[src/rtl/fifo_pkg.sv]
// -----------------------------------------------------------------------------
// fifo_pkg
// Shared types and constants for the synchronous FIFO and its read-side
// stream adapter (fifo_pop_stream).
//   FIFO_DWIDTH_DEFAULT : default data word width shared by FIFO and adapter
//   occ_t               : 0..2 word count of the adapter's output buffer
//   occ_pending()       : buffered words plus the word still in flight
// -----------------------------------------------------------------------------
package fifo_pkg;

  localparam int FIFO_DWIDTH_DEFAULT = 8;

  typedef logic [1:0] occ_t;

  // Words already owned by the adapter: the ones sitting in the buffer plus
  // the one whose pop was issued last cycle and arrives on fifo_dout now.
  // The pop rule keeps this at or below 2, so it fits in occ_t.
  function automatic occ_t occ_pending(input occ_t occ, input logic inflight);
    return occ + occ_t'(inflight);
  endfunction

endpackage : fifo_pkg

[src/rtl/fifo_pop_stream_if.sv]
// -----------------------------------------------------------------------------
// fifo_pop_stream_if
// Bundles the FIFO read side and the downstream valid/ready stream of the
// fifo_pop_stream adapter.
//   fifo_empty  : FIFO empty flag                  (into adapter)
//   fifo_dout   : FIFO read data, valid after pop  (into adapter)
//   fifo_rd_en  : pop request to the FIFO          (from adapter, combinational)
//   flush       : discard buffered/in-flight words (into adapter)
//   out_valid   : out_data holds a word            (from adapter)
//   out_ready   : consumer accepts the word        (into adapter)
//   out_data    : head word                        (from adapter)
//   level       : buffered word count 0..2         (from adapter)
// master = adapter side, slave = FIFO plus consumer side.
// -----------------------------------------------------------------------------
interface fifo_pop_stream_if #(
  parameter int DWIDTH = fifo_pkg::FIFO_DWIDTH_DEFAULT
);
  import fifo_pkg::*;

  logic              fifo_empty;
  logic [DWIDTH-1:0] fifo_dout;
  logic              fifo_rd_en;
  logic              flush;
  logic              out_valid;
  logic              out_ready;
  logic [DWIDTH-1:0] out_data;
  occ_t              level;

  modport master (
    input  fifo_empty, fifo_dout, flush, out_ready,
    output fifo_rd_en, out_valid, out_data, level
  );

  modport slave (
    output fifo_empty, fifo_dout, flush, out_ready,
    input  fifo_rd_en, out_valid, out_data, level
  );

endinterface : fifo_pop_stream_if

[src/rtl/skid_buf2.sv]
// -----------------------------------------------------------------------------
// skid_buf2
// Two-entry ordered register buffer. e0 is the head; on pop, e1 moves up to
// e0, and a push lands in the first slot left free after that shift, so a
// push and a pop in the same cycle keep FIFO order.
//   clk, rst   : clock, synchronous active-high reset
//   clear      : drop all entries (count -> 0), wins over push
//   push       : write push_data into the buffer
//   push_data  : word to store
//   pop        : remove the head word
//   count      : number of stored words, 0..2
//   head       : current head word (e0)
// The caller never pushes into a full buffer without popping in that cycle,
// and never pops an empty buffer.
// -----------------------------------------------------------------------------
module skid_buf2
  import fifo_pkg::*;
#(
  parameter int DWIDTH = FIFO_DWIDTH_DEFAULT
) (
  input  logic              clk,
  input  logic              rst,
  input  logic              clear,
  input  logic              push,
  input  logic [DWIDTH-1:0] push_data,
  input  logic              pop,
  output occ_t              count,
  output logic [DWIDTH-1:0] head
);

  occ_t              count_q, count_d;
  occ_t              kept;
  logic [DWIDTH-1:0] e0_q, e0_d;
  logic [DWIDTH-1:0] e1_q, e1_d;

  always_comb begin
    // NOTE: every variable gets a default first so no path leaves it
    // unassigned; otherwise synthesis infers a latch to hold the old value.
    e0_d    = e0_q;
    e1_d    = e1_q;
    kept    = count_q - occ_t'(pop);

    if (pop) begin
      e0_d = e1_q;
    end

    // First free slot after this cycle's shift.
    if (push) begin
      if (kept == 2'd0) begin
        e0_d = push_data;
      end else begin
        e1_d = push_data;
      end
    end

    count_d = kept + occ_t'(push);
    if (clear) begin
      count_d = '0;
    end
  end

  always_ff @(posedge clk) begin
    // NOTE: sequential state always uses non-blocking assignments so every
    // flop samples its _d value from before the edge.
    if (rst) begin
      count_q <= '0;
      // The entries are cleared too: the head is visible on out_data and
      // must read zero out of reset.
      e0_q    <= '0;
      e1_q    <= '0;
    end else begin
      count_q <= count_d;
      e0_q    <= e0_d;
      e1_q    <= e1_d;
    end
  end

  assign count = count_q;
  assign head  = e0_q;

endmodule : skid_buf2

[src/rtl/fifo_pop_stream.sv]
// -----------------------------------------------------------------------------
// fifo_pop_stream
// Read-side adapter for the synchronous FIFO. Issues pops, captures fifo_dout
// the cycle after each pop into a 2-entry buffer (skid_buf2) and presents the
// head as a valid/ready stream. Two buffer slots plus one pop in flight give
// one word per cycle despite the FIFO's registered read latency.
//   clk              : clock, rising edge
//   rst              : synchronous reset, active-high
//   bus (master)     : fifo_empty/fifo_dout/fifo_rd_en to the FIFO,
//                      out_valid/out_ready/out_data/level to the consumer,
//                      flush to discard buffered and in-flight words
// The only combinational input-to-output path is into fifo_rd_en.
// -----------------------------------------------------------------------------
module fifo_pop_stream
  import fifo_pkg::*;
#(
  parameter int DWIDTH = FIFO_DWIDTH_DEFAULT
) (
  input  logic              clk,
  input  logic              rst,
  fifo_pop_stream_if.master bus
);

  occ_t              occ;
  logic [DWIDTH-1:0] head;
  logic              inflight_q, inflight_d;
  logic              out_valid;
  logic              hs;
  logic              drop;
  logic              capture;
  logic              rd_en;

  always_comb begin
    out_valid = (occ != 2'd0);
    hs        = out_valid && bus.out_ready;
    // Flush suppresses the pop of its own cycle, so the only in-flight word a
    // flush can meet is the one arriving on fifo_dout in that same cycle.
    drop      = bus.flush && inflight_q;
    capture   = inflight_q && !drop;
    // A slot is free if fewer than two words are owned, or if the head
    // leaves this cycle; the latter keeps streaming at one word per cycle.
    rd_en     = !rst && !bus.flush && !bus.fifo_empty &&
                ((occ_pending(occ, inflight_q) < 2'd2) || hs);
    inflight_d = rd_en;
  end

  always_ff @(posedge clk) begin
    if (rst) begin
      inflight_q <= 1'b0;
    end else begin
      inflight_q <= inflight_d;
    end
  end

  skid_buf2 #(
    .DWIDTH (DWIDTH)
  ) u_buf (
    .clk       (clk),
    .rst       (rst),
    .clear     (bus.flush),
    .push      (capture),
    .push_data (bus.fifo_dout),
    .pop       (hs),
    .count     (occ),
    .head      (head)
  );

  assign bus.fifo_rd_en = rd_en;
  assign bus.out_valid  = out_valid;
  assign bus.out_data   = head;
  assign bus.level      = occ;

endmodule : fifo_pop_stream
[src/flat_wrapper.sv]
// flat-port wrapper written by rule: the top's interface ports become plain ports
module fifo_pop_stream_flat import fifo_pkg::*;
#(
  parameter int DWIDTH = FIFO_DWIDTH_DEFAULT
)
  (clk, rst, bus_fifo_empty, bus_fifo_dout, bus_flush, bus_out_ready, bus_fifo_rd_en, bus_out_valid, bus_out_data, bus_level);
  fifo_pop_stream_if #(.DWIDTH(DWIDTH)) bus_i ();
  input  logic clk;
  input  logic rst;
  input wire logic [$bits(bus_i.fifo_empty)-1:0] bus_fifo_empty;
  input wire logic [$bits(bus_i.fifo_dout)-1:0] bus_fifo_dout;
  input wire logic [$bits(bus_i.flush)-1:0] bus_flush;
  input wire logic [$bits(bus_i.out_ready)-1:0] bus_out_ready;
  output wire logic [$bits(bus_i.fifo_rd_en)-1:0] bus_fifo_rd_en;
  output wire logic [$bits(bus_i.out_valid)-1:0] bus_out_valid;
  output wire logic [$bits(bus_i.out_data)-1:0] bus_out_data;
  output wire logic [$bits(bus_i.level)-1:0] bus_level;
  assign bus_i.fifo_empty = bus_fifo_empty;
  assign bus_i.fifo_dout = bus_fifo_dout;
  assign bus_i.flush = bus_flush;
  assign bus_i.out_ready = bus_out_ready;
  assign bus_fifo_rd_en = bus_i.fifo_rd_en;
  assign bus_out_valid = bus_i.out_valid;
  assign bus_out_data = bus_i.out_data;
  assign bus_level = bus_i.level;
  fifo_pop_stream #(.DWIDTH(DWIDTH)) u_core (.clk(clk), .rst(rst), .bus(bus_i));
endmodule
[config.mk]
export PLATFORM = sky130hd
export DESIGN_NAME = fifo_pop_stream_flat
export DESIGN_NICKNAME = d
export VERILOG_FILES = /design/src/rtl/fifo_pkg.sv /design/src/rtl/fifo_pop_stream_if.sv /design/src/rtl/skid_buf2.sv /design/src/rtl/fifo_pop_stream.sv /design/src/flat_wrapper.sv
export SDC_FILE = /design/constraint.sdc
export NUM_CORES = 1
export LEC_CHECK = 0
export ABC_AREA = 1
export CAP_MARGIN = 20
export CORE_MARGIN = 2
export CORE_UTILIZATION = 50
export DETAILED_ROUTE_END_ITERATION = 12
export GPL_TIMING_DRIVEN = 0
export PLACE_DENSITY = 0.93
export SLEW_MARGIN = 40
export SYNTH_ARGS = -nofsm -noshare
export SYNTH_HDL_FRONTEND = slang
export SYNTH_SLANG_ARGS = --single-unit
export TNS_END_PERCENT = 20
[constraint.sdc]
create_clock -name clk -period 2.34 [get_ports clk]
set_input_delay 0.468 -clock clk [delete_from_list [all_inputs] [get_ports clk]]
set_output_delay 0.468 -clock clk [all_outputs]
set_load 0.02 [all_outputs]
==> impl_metrics.tcl <==
set metrics [dict create \
    slew_violations 0 \
    grt_use_total_pct 21.7 \
    max_freq_mhz 454 \
    power.leakage_uw 0.000550 \
    first_iter_violations 17 \
    synth_warnings 0 \
    area_delta_synth_final_pct 31.5 \
    grt_pass1_vias 814 \
    rsz0062_at_grt "false" \
    dr.pass1.iters 4 \
    clock_path_buffers 2 \
    final_area_um2 1220 \
    finalSetupViolations 0 \
    rows 15 \
    post_cts_buffers 0 \
    clk_pin_slew_ps 110 \
    cts_root_buf "clkbuf_4" \
    diodes 0 \
    worstHoldStart "u_core.u_buf.e1_q[3]" \
    gp_congestion 0.819 \
    vias_per_cell 4.77 \
    final_cell_mix "nor2_1, clkdlybuf4s50_1, dfxtp_1" \
    synth_cell_types 20 \
    postPlaceCellArea_um2 1190 \
    cts_hold_buf 0 \
    via_count 901 \
    startpoint_type "primary input" \
    wire_per_inst_um 10.8 \
    htree_levels 1 \
    grt.overflow.total 0 \
    worstMarginPinSlew_ps 339 \
    pin_count 25 \
    coreArea_um2 1750 \
    relSlewSlack_pct 77.4 \
    start_util_pct 53.3 \
    antenna_found_initial 0 \
    endpoint_kind "primary output" \
    critical_path_class "in2out" \
    cp_max_fo 3 \
    hpwl_um 1550 \
    maxCapViolations 0 \
    clock-sinks 19 \
    port_buffers 23 \
    layout_commonest_cell "nor2_1" \
    drive_gt1_share_pct 11.0 \
    wl_um 2030 \
    insertion_delay_ps 300 \
    fin_crit_sh_pct 94.1 \
    nFillCells 158 \
    arrival_ps 1740 \
    fin_skew_ps 4.15 \
    status "complete, no violations" \
    required_ps 1870 \
    ys_seq_elements 19 \
    irDropWorstVdd_mv 0.291 \
    power_uw 598 \
    startpoint "rst" \
    grt_pass1_wl_um 3350 \
    synth_flop_cell "dfxtp_1" \
    cts_tree "yes" \
    antenna_left 0 \
    syn_area_um2 931 \
    avgSynthCellArea_um2 6.79 \
    hold_path_class "reg2reg" \
    cts_buffers 3 \
    cts_resized 3 \
    synth_nets 152 \
    fin_nets 180 \
    synth_edf_count 0 \
    r2r-start "u_core.u_buf.count[1]" \
    grt_max_degree 12 \
    period_minus_slack_ps 2200 \
    fp.dieW_um 47.2 \
    synthCells 137 \
    hold_viol_final 0 \
    die_h_um 47.2 \
    die-area_um2 2220 \
    p_per_area_nw_per_um2 489 \
    drc 0 \
    yosysSeqAreaShare_pct 40.9 \
    synth-async-reset-ratio_pct 0 \
]
worst max-delay path, cell delays in order:
cell             delay, ps
clkdlybuf4s50_1        430
or2_2                  340
nor2_1                  80
o21ai_0                100
inv_1                   60
clkdlybuf4s15_2        250
cells by family after synthesis:
kind of cell / after synthesis / share of synthesized area, %
buf+inv: 23 / 10.6
simple gates: 74 / 35.6
compound gates: 19 / 10.2
fa+ha+maj: 2 / 2.69
flops: 19 / 40.9
through the flow:
stage	worst slack (ps)	setup TNS, ps	hold WS, ps	instances	utilization, %
detailed placement	-290	-290	476	185	68.3
CTS	26.3	0	499	189	70.0
floorplan	619	0	456	137	-
finish	137	0	497	189	70.1
global placement	-296	-296	464	185	68.3
global route	70.6	0	521	189	70.1
layout make-up:
| type | count | area, um2 | area share [%] |
|---|---|---|---|
| Multi-Input combinational cell | 95 | 452 | 36.9 |
| Sequential cell | 19 | 380 | 31.1 |
| Clock inverter | 1 | 5.00 | 0.409 |
| Tap cell | 25 | 31.3 | 2.56 |
| Inverter | 20 | 76.3 | 6.24 |
| Buffer | 3 | 22.5 | 1.84 |
| Timing Repair Buffer | 23 | 234 | 19.1 |
| Clock buffer | 3 | 22.5 | 1.84 |
worst paths after layout:
check / end / slack [ps] / depth (start not counted)
worst max-delay path: bus_fifo_rd_en / 140 / 6
worst min-delay path: u_core.u_buf.e1_q[3] / 500 / 2
worst max register to register: u_core.u_buf.head[6] / 570 / 10
worst min register to register: u_core.u_buf.e1_q[3] / 500 / 2
report_power, final:
group | total (uW) | switching [uW] | internal [uW]
clock | 173 | 109 | 63.7
combinational | 90.4 | 46.8 | 43.6
sequential | 334 | 4.04 | 330
synthesized netlist by cell type (2+ instances only):
master,n,share of area [%]
nor2_1,43,17
dfxtp_1,19,41
inv_1,16,6.5
nand2_1,14,5.6
nand3_1,10,5.4
o21ai_0,9,4.8
o21ai_1,8,4.3
inv_2,3,1.2
a21oi_1,2,1.1
ha_1,2,2.7
nand2_2,2,1.3
registers in the layout (all words and copies together), names as in the netlist:
name                cells
u_core.inflight_q       1
u_core.u_buf.count      2
u_core.u_buf.e1_q       8
u_core.u_buf.head       8
metal layers:
layer	vias to the layer above	global-route usage, %	share of wire [%]
met5	-	0	0
met2	19	39.5	54
met1	403	24.8	42
met4	0	13.3	1.9
li1	475	-	-
met3	4	1.15	2.7
(Power assumes the default switching activity.)
